<file path="config.mk">
export PLATFORM = sky130hd
export DESIGN_NAME = button_conditioner
export DESIGN_NICKNAME = d
export VERILOG_FILES = /design/src/rtl/button_conditioner.sv
export SDC_FILE = /design/constraint.sdc
export NUM_CORES = 1
export LEC_CHECK = 0
export ABC_AREA = 1
export BUFFER_PORTS_ARGS = -buffer_cell sky130_fd_sc_hd__buf_2
export CORE_ASPECT_RATIO = 1.75
export CORE_MARGIN = 3
export CORE_UTILIZATION = 60
export CTS_BUF_LIST = sky130_fd_sc_hd__clkbuf_8
export CTS_CLUSTER_SIZE = 40
export DETAILED_ROUTE_END_ITERATION = 7
export GPL_ROUTABILITY_DRIVEN = 0
export PLACE_DENSITY_LB_ADDON = 0.15
export RECOVER_POWER = 25
export SYNTH_ARGS = -nofsm -noshare
export SYNTH_HDL_FRONTEND = slang
export SYNTH_SLANG_ARGS = --single-unit
</file>
<file path="constraint.sdc">
create_clock -name clk -period 2.25 [get_ports clk]
set_clock_uncertainty 0.1 [all_clocks]
set_input_delay 0.1125 -clock clk [delete_from_list [all_inputs] [get_ports clk]]
set_output_delay 0.1125 -clock clk [all_outputs]
set_load 0.05 [all_outputs]
</file>
<file path="src/rtl/button_conditioner.sv">
// Push-button front end: two-flop synchroniser, press/release debounce FSM,
// registered level plus single-cycle press/release/long-press pulses and a press counter.
module button_conditioner #(
    parameter logic [19:0] DEBOUNCE_CYCLES   = 20'd1000000,
    parameter logic [27:0] LONG_PRESS_CYCLES = 28'd100000000,
    parameter logic        ACTIVE_LOW_IN     = 1'b0
) (
    input  logic       clk,
    input  logic       rst_n,
    input  logic       btn_in,
    output logic       btn_level,
    output logic       btn_press,
    output logic       btn_release,
    output logic       btn_long,
    output logic [7:0] press_count
);

    typedef enum logic [1:0] {
        IDLE,
        DEB_PRESS,
        PRESSED,
        DEB_RELEASE
    } state_t;

    localparam logic [19:0] LAST_DEB  = DEBOUNCE_CYCLES - 20'd1;
    localparam logic [27:0] LAST_HOLD = LONG_PRESS_CYCLES - 28'd1;

    logic        sync_meta;
    logic        sync;

    state_t      state, state_nxt;
    logic [19:0] deb_cnt, deb_nxt;
    logic [27:0] hold_cnt, hold_nxt;
    logic        long_fired, fired_nxt;
    logic        level_nxt, press_nxt, release_nxt, long_nxt;
    logic [7:0]  count_nxt;

    // Polarity is normalised before the first flop so the idle value is always 0.
    always_ff @(posedge clk or negedge rst_n) begin
        if (!rst_n) begin
            sync_meta <= 1'b0;
            sync      <= 1'b0;
        end else begin
            sync_meta <= btn_in ^ ACTIVE_LOW_IN;
            sync      <= sync_meta;
        end
    end

    always_ff @(posedge clk or negedge rst_n) begin
        if (!rst_n) begin
            state       <= IDLE;
            deb_cnt     <= '0;
            hold_cnt    <= '0;
            long_fired  <= 1'b0;
            btn_level   <= 1'b0;
            btn_press   <= 1'b0;
            btn_release <= 1'b0;
            btn_long    <= 1'b0;
            press_count <= '0;
        end else begin
            state       <= state_nxt;
            deb_cnt     <= deb_nxt;
            hold_cnt    <= hold_nxt;
            long_fired  <= fired_nxt;
            btn_level   <= level_nxt;
            btn_press   <= press_nxt;
            btn_release <= release_nxt;
            btn_long    <= long_nxt;
            press_count <= count_nxt;
        end
    end

    always_comb begin
        state_nxt   = state;
        deb_nxt     = deb_cnt;
        hold_nxt    = hold_cnt;
        fired_nxt   = long_fired;
        level_nxt   = btn_level;
        press_nxt   = 1'b0;
        release_nxt = 1'b0;
        long_nxt    = 1'b0;
        count_nxt   = press_count;

        unique case (state)
            IDLE: begin
                if (sync) begin
                    state_nxt = DEB_PRESS;
                    deb_nxt   = '0;
                end
            end
            DEB_PRESS: begin
                if (!sync) begin
                    state_nxt = IDLE;
                    deb_nxt   = '0;
                end else if (deb_cnt == LAST_DEB) begin
                    state_nxt = PRESSED;
                    level_nxt = 1'b1;
                    press_nxt = 1'b1;
                    count_nxt = press_count + 8'd1;
                    hold_nxt  = '0;
                    fired_nxt = 1'b0;
                end else begin
                    deb_nxt = deb_cnt + 20'd1;
                end
            end
            PRESSED: begin
                if (!sync) begin
                    state_nxt = DEB_RELEASE;
                    deb_nxt   = '0;
                end else begin
                    if (hold_cnt != LAST_HOLD) begin
                        hold_nxt = hold_cnt + 28'd1;
                    end
                    if (hold_cnt == LAST_HOLD && !long_fired) begin
                        long_nxt  = 1'b1;
                        fired_nxt = 1'b1;
                    end
                end
            end
            DEB_RELEASE: begin
                // Returning to PRESSED keeps hold_cnt/long_fired: a release bounce is not a new press.
                if (sync) begin
                    state_nxt = PRESSED;
                end else if (deb_cnt == LAST_DEB) begin
                    state_nxt   = IDLE;
                    level_nxt   = 1'b0;
                    release_nxt = 1'b1;
                end else begin
                    deb_nxt = deb_cnt + 20'd1;
                end
            end
            default: state_nxt = IDLE;
        endcase
    end

endmodule

</file>
==> flow_summary_export.csv <==
group,metric,value,unit
status,status,"complete, but fails checks",
status,violations,"max-capacitance violations, max-slew violations",
timing,min_period,2.130,ns
yosys,avgSynthCellArea,6.521,um2
pwr,p_int,1851,uW
timing,hold_slack,0.2549,ns
worst_setup_path,critical_path.cell_chain,"ha_1 -> nand3_1 -> nor2_1 -> nand3_2 -> buf_4 -> a21boi_4 -> nand3_4 -> nand2_1 -> nand2_1",
timing,final_hold_viol_count,0,
global_route,grt_max_degree,66,
place,io_buffers,14,
pwr,p_seq_share,41.2,%
clock_network,clk_latency,0.36,ns
global_route,grt_pass1_vias,4580,
worst_setup_path,cpMaxStageDelayCell,"dfrtp_1",
worst_setup_path,reg2regPathDepth,9,
place,dp.cells,776,
timing,slew_headroom,-8.890,%
global_route,antenna_found_initial,0,
yosys,synth_top_cell_by_area,"dfrtp_1",
worst_setup_path,rr_startpoint,"deb_cnt[0]$_DFFE_PN0P_",
routing,num_vias,4551,
yosys,synthCells,661,
yosys,synth_adder_area_share,0.8708,%
worst_setup_path,rrSetupSlack,0.12,ns
floorplan,die-area,8277,um2
floorplan,fp.dieH,118.1,um
layout,nets,711,
floorplan,core_area,6907,um2
pwr,power.switching,1310,uW
yosys,synth_mux_area_share,0,%
layout,finalNonFillerCells,794,
clock_network,ctsHtreeMaxLevel,3,
routing,vias_per_cell,5.732,
clock_network,cts_root_buffer,"clkbuf_8",
worst_setup_path,cp.arrival,2.29,ns
routing,first_iter_violations,289,
layout,drive_gt1_share,10.85,%
routing,wirelength,12290,um
timing,fin_crit_sh,94.66,%
yosys,synth.yosys.seq_area_share,37.74,%
pwr,power.leakage,0.002297,uW
yosys,yosysWarningCount,0,
yosys,synth_xor_area_share,3.454,%
worst_hold_path,hold_path_depth,0,
clock_network,numCtsBuffers,9,
floorplan,die_w,70.07,um
routing,first_pass_iters,8,
floorplan,rows,40,
worst_hold_path,min_from,"sync_meta$_DFF_PN0_",
pwr,power_switching_share,41.45,%
worst_setup_path,start_kind,"flip-flop",
layout,area_growth,12.22,%
routing,wl_per_cell,15.48,um
timing,max_freq,0.4695,GHz
worst_setup_path,cp-end-kind,"flip-flop",
yosys,synth_top_area_share,37.74,%
layout,antenna_cells,0,
worst_hold_path,hold_path.class,"flip-flop to flip-flop",
yosys,ys_ff_latch,65,
worst_hold_path,hold_end,"sync$_DFF_PN0_",
floorplan,initial_core_util,62.41,%
timing,setup_viol,0,
yosys,syn_nets,667,
timing,drv_slew,66,
pwr,power_frac_clock,28.1,%
clock_network,path_clk_slew,0.08,ns
timing,worstMarginPinSlew,1.633,ns
floorplan,io_pins,15,
yosys,synth_area,4310,um2
pwr,peakVddDrop,0.0004372,V
pwr,combPwrFrac,30.7,%
clock_network,clock_sinks,65,
worst_setup_path,r2r_end,"hold_cnt[22]$_DFFE_PN0P_",
clock_network,clockBufferDepth,2,
global_route,overflow,0,
global_route,track_usage,31.40,%
pwr,power_density,653.6,nW/um2
timing,rsz0062_at_grt,"true",
yosys,synth_compound_area_share,3.657,%
yosys,ys_types,32,
worst_setup_path,cp_max_fo,28,
routing,drc,0,
clock_network,cts_tree,"done",
run,drv_cap,1,
worst_setup_path,critical_path_class,"flip-flop to flip-flop",
global_route,grt_pass1_wl,20670,um
worst_setup_path,crit_required,2.41,ns
yosys,synth_top_family_by_area,"simple AND/OR/NAND/NOR gates",
worst_setup_path,cpMostUsedCell,"nand2_1",
yosys,synth-simple-area-share,46.04,%
worst_setup_path,max_stage_delay,0.41,ns
place,dp_hpwl,8915,um
clock_network,postCtsSetupBuffers,0,
routing,final_antenna_net_count,0,
yosys,netlist_top_cells_area,"dfrtp_1 38%, nand2_1 21%, nor2_1 9.2%",
[worst max-delay path, delay by kind of cell, from the launching register on]
| kind | cells | cell delay [ns] |
|---|---|---|
| adders and majority gates | 1 | 0.20 |
| DFF | 1 | 0.41 |
| AOI/OAI and AO/OA | 1 | 0.16 |
| buffers and inverters | 1 | 0.17 |
| and+or+nand+nor | 6 | 0.96 |
[power by group through the flow]
stage	Clock (uW)	Combinational [uW]	Sequential, uW
after floorplan	0	729	1280
after global placement	0	935	1320
after detailed placement	0	949	1320
after CTS	902	961	1300
after global routing	943	1070	1310
final	889	970	1300
[cells in the final DEF (no fill, tap or decap)]
master / instances
nor3_2: 2
nand3_1: 59
o21ai_2: 1
inv_2: 2
clkinv_1: 1
nand2_1: 239
nor2_2: 4
o21ai_0: 15
clkbuf_2: 1
clkinvlp_4: 2
clkbuf_8: 9
nand2_2: 1
clkbuf_1: 4
dfrtp_1: 65
xor2_1: 10
or2_2: 1
nand4_4: 1
o21a_1: 1
nor2_1: 104
inv_1: 63
xnor2_1: 7
nand3_2: 2
o211ai_1: 1
nor3b_1: 2
clkinv_4: 2
buf_4: 33
ha_1: 3
nor3_1: 17
clkinv_2: 4
nand3_4: 1
a21oi_1: 8
nand4_1: 32
a21boi_4: 1
dlygate4sd3_1: 2
buf_2: 10
[layer usage]
layer	global-route usage, %	routed length [um]
met1	31.16	4232
met5	0	0
met4	21.82	732
met2	56.99	6704
met3	5.812	622
[synthesized netlist by cell type, drive strengths merged]
cell type  instances
nand2            240
o21a               1
ha                 3
nor3              19
xnor2              7
dfrtp             65
nand4             33
inv               65
buf               11
a21oi              8
clkbuf             6
o21ai             16
or2                1
nor3b              2
a21boi             1
nor2             108
o211ai             1
clkinv             2
nand3             62
xor2              10
[flip-flops by register name (all words and copies together) (netlist names), named ones only]
register     count
btn_level        1
sync_meta        1
press_count      8
hold_cnt        28
state            1
sync             1
deb_cnt         20
btn_long         1
btn_release      1
btn_press        1
long_fired       1
[final cells by class]
class | instances | area (um2)
multi-input combinational | 512 | 2344
fill | 629 | 2069
sequential | 65 | 1627
timing repair buffer | 50 | 337.8
inverter | 67 | 252.7
clock buffer | 9 | 123.9
tap | 84 | 105.1
clock inverter | 7 | 47.55
[repair_timing]
action / 4_1_cts / 5_1_grt
hold endpoints to repair: 66 / 0
setup endpoints to repair: 7 / 13
resized for setup: 2 / 2
hold buffers: 2 / 0
[through the flow]
stage | power, uW | util, % | area (um2) | setup slack, ns | TNS, ns
CTS | 3163 | 70.04 | 4837 | 0.1296 | 0
floorplan | 2009 | - | 4310 | 0.3812 | 0
detailed placement | 2271 | 67.16 | 4638 | -0.02613 | -0.02613
finish | 3161 | 70.04 | 4837 | 0.1203 | 0
global route | 3318 | 70.04 | 4837 | -0.02163 | -0.08375
global placement | 2253 | 67.16 | 4638 | 0.1163 | 0
[worst max-delay path by stage]
stage                       startpoint                        to  slack (ns)  cells after the start
2_1_floorplan  hold_cnt[0]$_DFFE_PN0P_   hold_cnt[3]$_DFFE_PN0P_        0.38                     10
3_3_place_gp    deb_cnt[0]$_DFFE_PN0P_   deb_cnt[14]$_DFFE_PN0P_        0.12                      8
3_5_place_dp    deb_cnt[0]$_DFFE_PN0P_  hold_cnt[22]$_DFFE_PN0P_       -0.03                      9
4_1_cts         deb_cnt[0]$_DFFE_PN0P_  hold_cnt[22]$_DFFE_PN0P_        0.13                      9
5_1_grt         deb_cnt[0]$_DFFE_PN0P_   hold_cnt[9]$_DFFE_PN0P_       -0.02                      9
6_report        deb_cnt[0]$_DFFE_PN0P_  hold_cnt[22]$_DFFE_PN0P_        0.12                      9
[logic make-up after synthesis]
group / count (synthesis)
buffers and inverters: 84
xor gates and xnor gates: 17
and+or+nand+nor: 465
adders and majority gates: 3
AOI/OAI and AO/OA: 27
DFF: 65
Note: power is estimated with default switching activity, not from simulation.
